[src/rtl/lead_one_rr_arbiter_if.sv]
// Request/grant bundle between requester front-ends (master) and the
// round-robin arbiter (slave).
interface lead_one_rr_arbiter_if #(
  parameter int unsigned N     = 8,
  parameter int unsigned IDX_W = 4
);
  logic [N-1:0]     req;
  logic             done;
  logic [N-1:0]     grant;
  logic [IDX_W-1:0] grant_idx;
  logic             grant_valid;
  logic             timeout;

  modport master (
    output req, done,
    input  grant, grant_idx, grant_valid, timeout
  );

  modport slave (
    input  req, done,
    output grant, grant_idx, grant_valid, timeout
  );
endinterface

[src/rtl/lead_one_rr_arbiter.sv]
// Round-robin arbiter: leading-one pick over requests below the last winner,
// wrapping to the full request vector; grants held until done, withdraw or timeout.
module lead_one_rr_arbiter #(
  parameter int unsigned N        = 8,
  parameter int unsigned IDX_W    = 4,
  parameter int unsigned MAX_HOLD = 16
) (
  input  logic                   clk,
  input  logic                   rst_n,
  lead_one_rr_arbiter_if.slave   bus
);

  localparam int unsigned CW = $clog2(MAX_HOLD + 1);

  typedef enum logic {IDLE, BUSY} state_e;

  state_e           state_q, state_d;
  logic [N-1:0]     grant_q, grant_d;
  logic [IDX_W-1:0] idx_q, idx_d;
  logic [IDX_W-1:0] last_q, last_d;
  logic             valid_q, valid_d;
  logic             timeout_q, timeout_d;
  logic [CW-1:0]    hold_q, hold_d;

  logic [N-1:0]     mask;
  logic [N-1:0]     masked;
  logic [IDX_W-1:0] win_idx;
  logic             owner_req;
  logic             hold_max;
  logic             release_now;

  // One-based index of the highest set bit; 0 when the vector is empty.
  function automatic logic [IDX_W-1:0] lead_one(input logic [N-1:0] v);
    logic [IDX_W-1:0] r;
    r = '0;
    for (int unsigned k = 0; k < N; k++) begin
      if (v[k]) r = IDX_W'(k + 1);
    end
    return r;
  endfunction

  always_comb begin
    mask = '0;
    for (int unsigned k = 0; k < N; k++) begin
      mask[k] = (IDX_W'(k) < last_q);
    end
    masked      = bus.req & mask;
    win_idx     = (|masked) ? lead_one(masked) : lead_one(bus.req);
    owner_req   = |(bus.req & grant_q);
    hold_max    = (hold_q == CW'(MAX_HOLD));
    release_now = bus.done | ~owner_req | hold_max;
  end

  always_ff @(posedge clk) begin
    if (!rst_n) begin
      state_q   <= IDLE;
      grant_q   <= '0;
      idx_q     <= '0;
      last_q    <= '0;
      valid_q   <= 1'b0;
      timeout_q <= 1'b0;
      hold_q    <= '0;
    end else begin
      state_q   <= state_d;
      grant_q   <= grant_d;
      idx_q     <= idx_d;
      last_q    <= last_d;
      valid_q   <= valid_d;
      timeout_q <= timeout_d;
      hold_q    <= hold_d;
    end
  end

  always_comb begin
    state_d = state_q;
    unique case (state_q)
      IDLE: if (|bus.req) state_d = BUSY;
      BUSY: if (release_now) state_d = IDLE;
      default: state_d = IDLE;
    endcase
  end

  always_comb begin
    grant_d   = grant_q;
    idx_d     = idx_q;
    last_d    = last_q;
    valid_d   = valid_q;
    timeout_d = 1'b0;
    hold_d    = hold_q;
    unique case (state_q)
      IDLE: begin
        grant_d = '0;
        idx_d   = '0;
        valid_d = 1'b0;
        hold_d  = '0;
        if (|bus.req) begin
          for (int unsigned k = 0; k < N; k++) begin
            grant_d[k] = (win_idx == IDX_W'(k + 1));
          end
          idx_d   = win_idx;
          valid_d = 1'b1;
          hold_d  = CW'(1);
        end
      end
      BUSY: begin
        if (release_now) begin
          grant_d   = '0;
          idx_d     = '0;
          valid_d   = 1'b0;
          hold_d    = '0;
          last_d    = idx_q - IDX_W'(1);
          // Timeout only when the hold limit alone forced the release.
          timeout_d = hold_max & ~bus.done & owner_req;
        end else begin
          hold_d = hold_q + CW'(1);
        end
      end
      default: begin
        grant_d = '0;
        idx_d   = '0;
        valid_d = 1'b0;
        hold_d  = '0;
      end
    endcase
  end

  assign bus.grant       = grant_q;
  assign bus.grant_idx   = idx_q;
  assign bus.grant_valid = valid_q;
  assign bus.timeout     = timeout_q;

endmodule

[src/flat_wrapper.sv]
// flat-port wrapper written by rule: the top's interface ports become plain ports
module lead_one_rr_arbiter_flat 
#(
  parameter int unsigned N        = 8,
  parameter int unsigned IDX_W    = 4,
  parameter int unsigned MAX_HOLD = 16
)
  (clk, rst_n, bus_req, bus_done, bus_grant, bus_grant_idx, bus_grant_valid, bus_timeout);
  lead_one_rr_arbiter_if #(.N(N), .IDX_W(IDX_W)) bus_i ();
  input  logic clk;
  input  logic rst_n;
  input wire logic [$bits(bus_i.req)-1:0] bus_req;
  input wire logic [$bits(bus_i.done)-1:0] bus_done;
  output wire logic [$bits(bus_i.grant)-1:0] bus_grant;
  output wire logic [$bits(bus_i.grant_idx)-1:0] bus_grant_idx;
  output wire logic [$bits(bus_i.grant_valid)-1:0] bus_grant_valid;
  output wire logic [$bits(bus_i.timeout)-1:0] bus_timeout;
  assign bus_i.req = bus_req;
  assign bus_i.done = bus_done;
  assign bus_grant = bus_i.grant;
  assign bus_grant_idx = bus_i.grant_idx;
  assign bus_grant_valid = bus_i.grant_valid;
  assign bus_timeout = bus_i.timeout;
  lead_one_rr_arbiter #(.N(N), .IDX_W(IDX_W), .MAX_HOLD(MAX_HOLD)) u_core (.clk(clk), .rst_n(rst_n), .bus(bus_i));
endmodule
[config.mk]
export PLATFORM = sky130hd
export DESIGN_NAME = lead_one_rr_arbiter_flat
export DESIGN_NICKNAME = d
export VERILOG_FILES = /design/src/rtl/lead_one_rr_arbiter_if.sv /design/src/rtl/lead_one_rr_arbiter.sv /design/src/flat_wrapper.sv
export SDC_FILE = /design/constraint.sdc
export NUM_CORES = 1
export LEC_CHECK = 0
export ABC_AREA = 1
export CAP_MARGIN = 20
export CORE_MARGIN = 8
export CORE_UTILIZATION = 40
export DETAILED_ROUTE_END_ITERATION = 10
export PLACE_DENSITY = 0.67
export SLEW_MARGIN = 40
export SYNTH_ARGS = -nofsm -noshare
export SYNTH_HDL_FRONTEND = slang
export SYNTH_SLANG_ARGS = --single-unit
[constraint.sdc]
create_clock -name clk -period 2.2 [get_ports clk]
set_input_delay 0.44 -clock clk [delete_from_list [all_inputs] [get_ports clk]]
set_output_delay 0.44 -clock clk [all_outputs]
set_load 0.01 [all_outputs]
### Word-level counts from Yosys, hierarchy flattened

Index checks and enable logic that the tools add are counted.

* $add $sub $neg: 2
* magnitude comparators: 8
* equal/unequal tests: 10
* multiplexer cells: 31
* bitwise gates (word level): 9
* reduce and logical (&&, ||, !) cells: 5

Operators with widths (number)
* $mux 3: 8
* $reduce_or 8->1: 3
* $mux 4: 5
* $and 8x8->8: 2
* $eq 4x3->1 const B: 4
* $lt 3x4->1 const A: 4
* $mux 8: 2
* $pmux 8 s2: 1
* $pmux 5 s2: 1
* $eq 4x2->1 const B: 2
* $lt 1x4->1 const A: 2
* $lt 2x4->1 const A: 2
* $mux 2: 4
* $pmux 4 s2: 1
* $mux 1: 6
* $add 5x1->5 const B: 1
* $eq 5x5->1 const B: 1
* $mux 5: 1
* $eq 4x1->1 const B: 1
* $eq 4x4->1 const B: 1
* $pmux 1 s2: 2
* $sub 4x1->4 const B: 1
* $not 1->1: 3
* $reduce_and 3->1: 1
* 4 further kinds: 6

* register bits after elaboration: 24
* input bits: 11
* output and inout bits: 14
* word-level logic and storage cells: 72

### Logic depth before layout (Yosys ltp)

* depth in word-level cells: 14
* gate-level depth with buffers: 13
* depth with buffers taken out: 13

### Least setup slack after synthesis

No wires, ideal clock.

* path kind: input-to-reg
* from: input port bus_req[6]
* to: register u_core.grant_q[1], in the netlist u_core.bus.grant[1]
* library setup time: 58 ps
* arrival time: 1316 ps
* required time: 2142 ps
* slack: 826 ps
* cell stages on the path: 9
* buffers on the path: 0
* cells stage by stage: inv_1 -> nor2_1 -> nand2_2 -> nand2_4 -> o21ai_2 -> nand2_1 -> nor2_2 -> nand4_1 -> nand2_1

* word-level cells in the longest chain between the ends: 7
* elaborated cells between the ends (all ways): 17
* classes of those cells: eq/ne: 2; mux: 7; bitwise: 5; reduce/logical: 3

Ends and longest elaborated chain
* start: declaration: RTL line flat_wrapper.sv:12 `input wire logic [$bits(bus_i.req)-1:0] bus_req;`
* $and 8x8->8: RTL line lead_one_rr_arbiter.sv:47 `masked = bus.req & mask;`
* $mux 3: RTL line lead_one_rr_arbiter.sv:37 `if (v[k]) r = IDX_W'(k + 1);`
* $mux 4: RTL line lead_one_rr_arbiter.sv:37
* $mux 4: RTL line lead_one_rr_arbiter.sv:48 `win_idx = (|masked) ? lead_one(masked) : lead_one(bus.req);`
* $eq 4x2->1: RTL line lead_one_rr_arbiter.sv:98 `grant_d[k] = (win_idx == IDX_W'(k + 1));`
* $mux 8: RTL line lead_one_rr_arbiter.sv:96 `if (|bus.req) begin`
* $pmux 8 s2: RTL line lead_one_rr_arbiter.sv:90 `unique case (state_q)`
* end signal: assignment: RTL line lead_one_rr_arbiter.sv:65 `grant_q <= grant_d;`
* end: declaration: RTL line lead_one_rr_arbiter.sv:18 `logic [N-1:0] grant_q, grant_d;`

Parallel ways exist; a longest one is shown, timed or not.
A chain may end at the register's enable or synchronous reset.

### Worst setup path in the final report

* from: register u_core.idx_q[2], in the netlist u_core.bus.grant_idx[2]
* to: output port bus_grant_idx[2]

RTL lines
* start: declaration: RTL line lead_one_rr_arbiter.sv:19 `logic [IDX_W-1:0] idx_q, idx_d;`
* start signal: assignment: RTL line lead_one_rr_arbiter.sv:66 `idx_q <= idx_d;`
* end: declaration: RTL line flat_wrapper.sv:15 `output wire logic [$bits(bus_i.grant_idx)-1:0] bus_grant_idx;`

No word-level cell between the ends.

==> flow_metrics.py <==
metrics = {
    "synth": {
        "synthTopCellsByArea": "dfxtp_1 35%, nand2_1 16%, nand3_1 6.3%",
        "syn_nets": 206,
        "synth-seq-cells": 24,
        "ys_types": 26,
        "netlist_area_sq_um": 1360,
        "synth_seq_area_share": 0.355,
        "avgSynthCellArea_sq_um": 7.06,
        "synth_top_area_share": 0.355,
        "synth_top_area_cell": "dfxtp_1",
        "synthesis.instances": 192,
        "yosysWarnings": 0,
    },
    "critical_path": {
        "end_kind": "primary output",
        "worst_ep_required_time_ns": 1.76,
        "critical_path.startpoint_type": "flip-flop",
        "cp_slowest_cell": "clkdlybuf4s50_1",
        "r2r-end": "u_core.bus.grant_idx[0]",
        "path_delay_family": "buffers and inverters",
        "r2r_start": "u_core.last_q[3]",
        "critPathKind": "flip-flop to primary output",
        "cp.arrival_ns": 1.30,
        "path_buf_inv": 1,
        "regToRegSetupSlack_ns": 0.68,
        "cp_max_fo": 3,
        "worstPathCellList": "clkdlybuf4s50_1",
        "cpPeakStageDelay_ns": 0.57,
        "r2r_cells": 11,
    },
    "clock_network": {
        "clk_pin_slew_ns": 0.14,
        "clock-sinks": 24,
        "cts_root_buffer": "clkbuf_4",
        "cts_buffers": 3,
        "clock_latency_ns": 0.32,
        "tritoncts": "built",
        "cts_resized": 0,
        "cts_setup_buffers": 0,
        "clk_path_buf_depth": 2,
        "ctsHoldBuffers": 0,
        "cts_max_level": 1,
    },
    "place": {
        "pre_cts_slack_ns": 0.140,
        "finalWeightedCongestion": 0.812,
        "dp_hpwl_mm": 2.65,
        "port_buffers": 24,
    },
    "global_routing": {
        "grt.overflow.total": 0,
        "first_global_vias": 1231,
        "antenna_found_initial": 0,
        "grt_max_degree": 15,
        "track_usage": 0.131,
        "grt_pass1_wl_mm": 5.58,
    },
    "hold_path": {
        "min_path_cells": 2,
        "holdPathEnd": "u_core.bus.grant[1]",
        "hp-start": "u_core.bus.grant[1]",
        "hold_path.class": "flip-flop to flip-flop",
    },
    "detailed_routing": {
        "drc": 0,
        "detail-route-antenna-nets": 0,
        "wl_per_cell_microns": 12.0,
        "viasPerCell": 4.75,
        "drt-pass1-iter-count": 4,
        "drt-initial-drc-count": 89,
        "num_vias": 1291,
        "routed_wirelength_mm": 3.28,
    },
    "sta": {
        "relSlewSlack": 0.836,
        "finalSetupViolations": 0,
        "slew_violations": 0,
        "rsz0062_at_grt": "no",
        "period_share": 0.791,
        "layout_setup_ws_ns": 0.459,
        "fin_skew_ns": 0.0112,
        "fin_tns_setup_ns": 0,
        "period_needed_ns": 1.74,
        "whs_ns": 0.485,
        "finalHoldViolCount": 0,
        "tightest_slew_ns": 0.246,
        "fmax_mhz": 574,
    },
    "pwr": {
        "peakVddDrop_mv": 0.468,
        "intPower_mw": 0.980,
        "p_leak_nw": 0.796,
        "switching_share": 0.393,
        "p_seq_frac": 0.347,
        "power.switching_mw": 0.634,
        "p_comb_frac": 0.457,
        "powerDensity_nw_per_um2": 924,
        "pwr-share-clk": 0.196,
    },
    "status": {
        "outcome": "complete, no violations",
    },
    "die": {
        "initial_core_util": 0.413,
        "io_pins": 25,
        "core_sq_um": 3280,
        "die_height_microns": 74.2,
        "die_area_sq_um": 5510,
        "die_w_microns": 74.2,
        "rows": 21,
    },
    "finish": {
        "fin_nets": 241,
        "antennaDiodeCount": 0,
        "areaGrowthSynthToFinish_pct": 28.9,
        "drive_above_1_share": 0.159,
    },
    "job": {
        "cap_violations": 0,
    },
}
## power by group through the flow
stage                     combinational, mW  sequential (mW)  clock [mW]
after floorplan                       0.503            0.577           0
after global placement                0.737            0.569           0
after detailed placement              0.739            0.569           0
after CTS                             0.745            0.561       0.327
after global routing                  0.817            0.570       0.346
final                                 0.738            0.560       0.317
## metrics by stage
stage               instances  utilization  area [sq um]  power, mW
finish                    272        0.532          1750       1.61
global route              272        0.532          1750       1.73
CTS                       272        0.532          1750       1.63
detailed placement        268        0.516          1690       1.31
global placement          268        0.516          1690       1.31
floorplan                 192            -          1360       1.08
## synth_stat cells (all sizes together)
cell type / instances
nand4: 4
a21oi: 7
nand3: 19
buf: 1
xnor2: 1
nor4: 1
dfxtp: 24
o21ai: 11
ha: 3
a31oi: 1
o21bai: 1
o22ai: 1
inv: 22
nand2: 68
nor2: 24
xor2: 4
## logic make-up (layout without fill, tap and decap cells)
kind of cell    Yosys count  after routing  share of synthesized area
compound gates           21             21                     0.0951
buf+inv                  23             57                     0.0693
xor+xnor                  5              5                     0.0323
flops                    24             24                      0.355
simple gates            116            116                      0.421
fa+ha+maj                 3              3                     0.0277
## worst max path at each step
| stage | start | to | slack [ns] | cells after the start |
|---|---|---|---|---|
| finish | u_core.bus.grant_idx[2] | bus_grant_idx[2] | 0.46 | 1 |
| global route | bus_req[1] | u_core.bus.grant[4] | 0.31 | 11 |
| CTS | u_core.bus.grant_idx[2] | bus_grant_idx[2] | 0.44 | 1 |
| detailed placement | bus_req[1] | u_core.bus.grant_idx[0] | 0.14 | 10 |
| global placement | bus_req[1] | u_core.bus.grant[5] | 0.12 | 11 |
| floorplan | bus_req[6] | u_core.bus.grant[1] | 0.83 | 9 |
## sequential cells by signal, summed over array words and instances, names as in the netlist
signal                  flops
u_core.bus.grant            8
u_core.hold_q               5
u_core.bus.grant_idx        4
u_core.last_q               4
u_core.bus.grant_valid      1
u_core.bus.timeout          1
u_core.state_q              1
## final cells by class
class	count	area [sq um]
flip-flops and latches	24	480
clock inverters	1	30.0
clock buffers	3	22.5
repair buffers	31	293
well taps	46	57.6
fillers	326	1540
inverters	22	82.6
multi-input cells	145	781
## metal layers
layer,share of wire,GRT usage
met1,0.44,0.153
met2,0.48,0.220
met3,0.056,0.0337
met4,0.019,0.0554
met5,0,0
## cell usage in the layout, fill, tap and decap left out, types with 2 or more instances in the layout
master           instances
xor2_1                   4
nand3_1                 17
o21ai_2                  2
clkdlybuf4s50_1         24
inv_2                    2
ha_1                     3
o21ai_0                  6
nand4_1                  4
nand2_1                 56
nor2_2                   2
nor2_1                  18
inv_1                   20
o21ai_1                  3
nand2_2                  9
buf_4                    7
a21oi_1                  6
clkbuf_4                 3
dfxtp_1                 24
nand2_4                  3
nor2_4                   3
nand3_2                  2
Note: power is estimated with default switching activity, not from simulation.
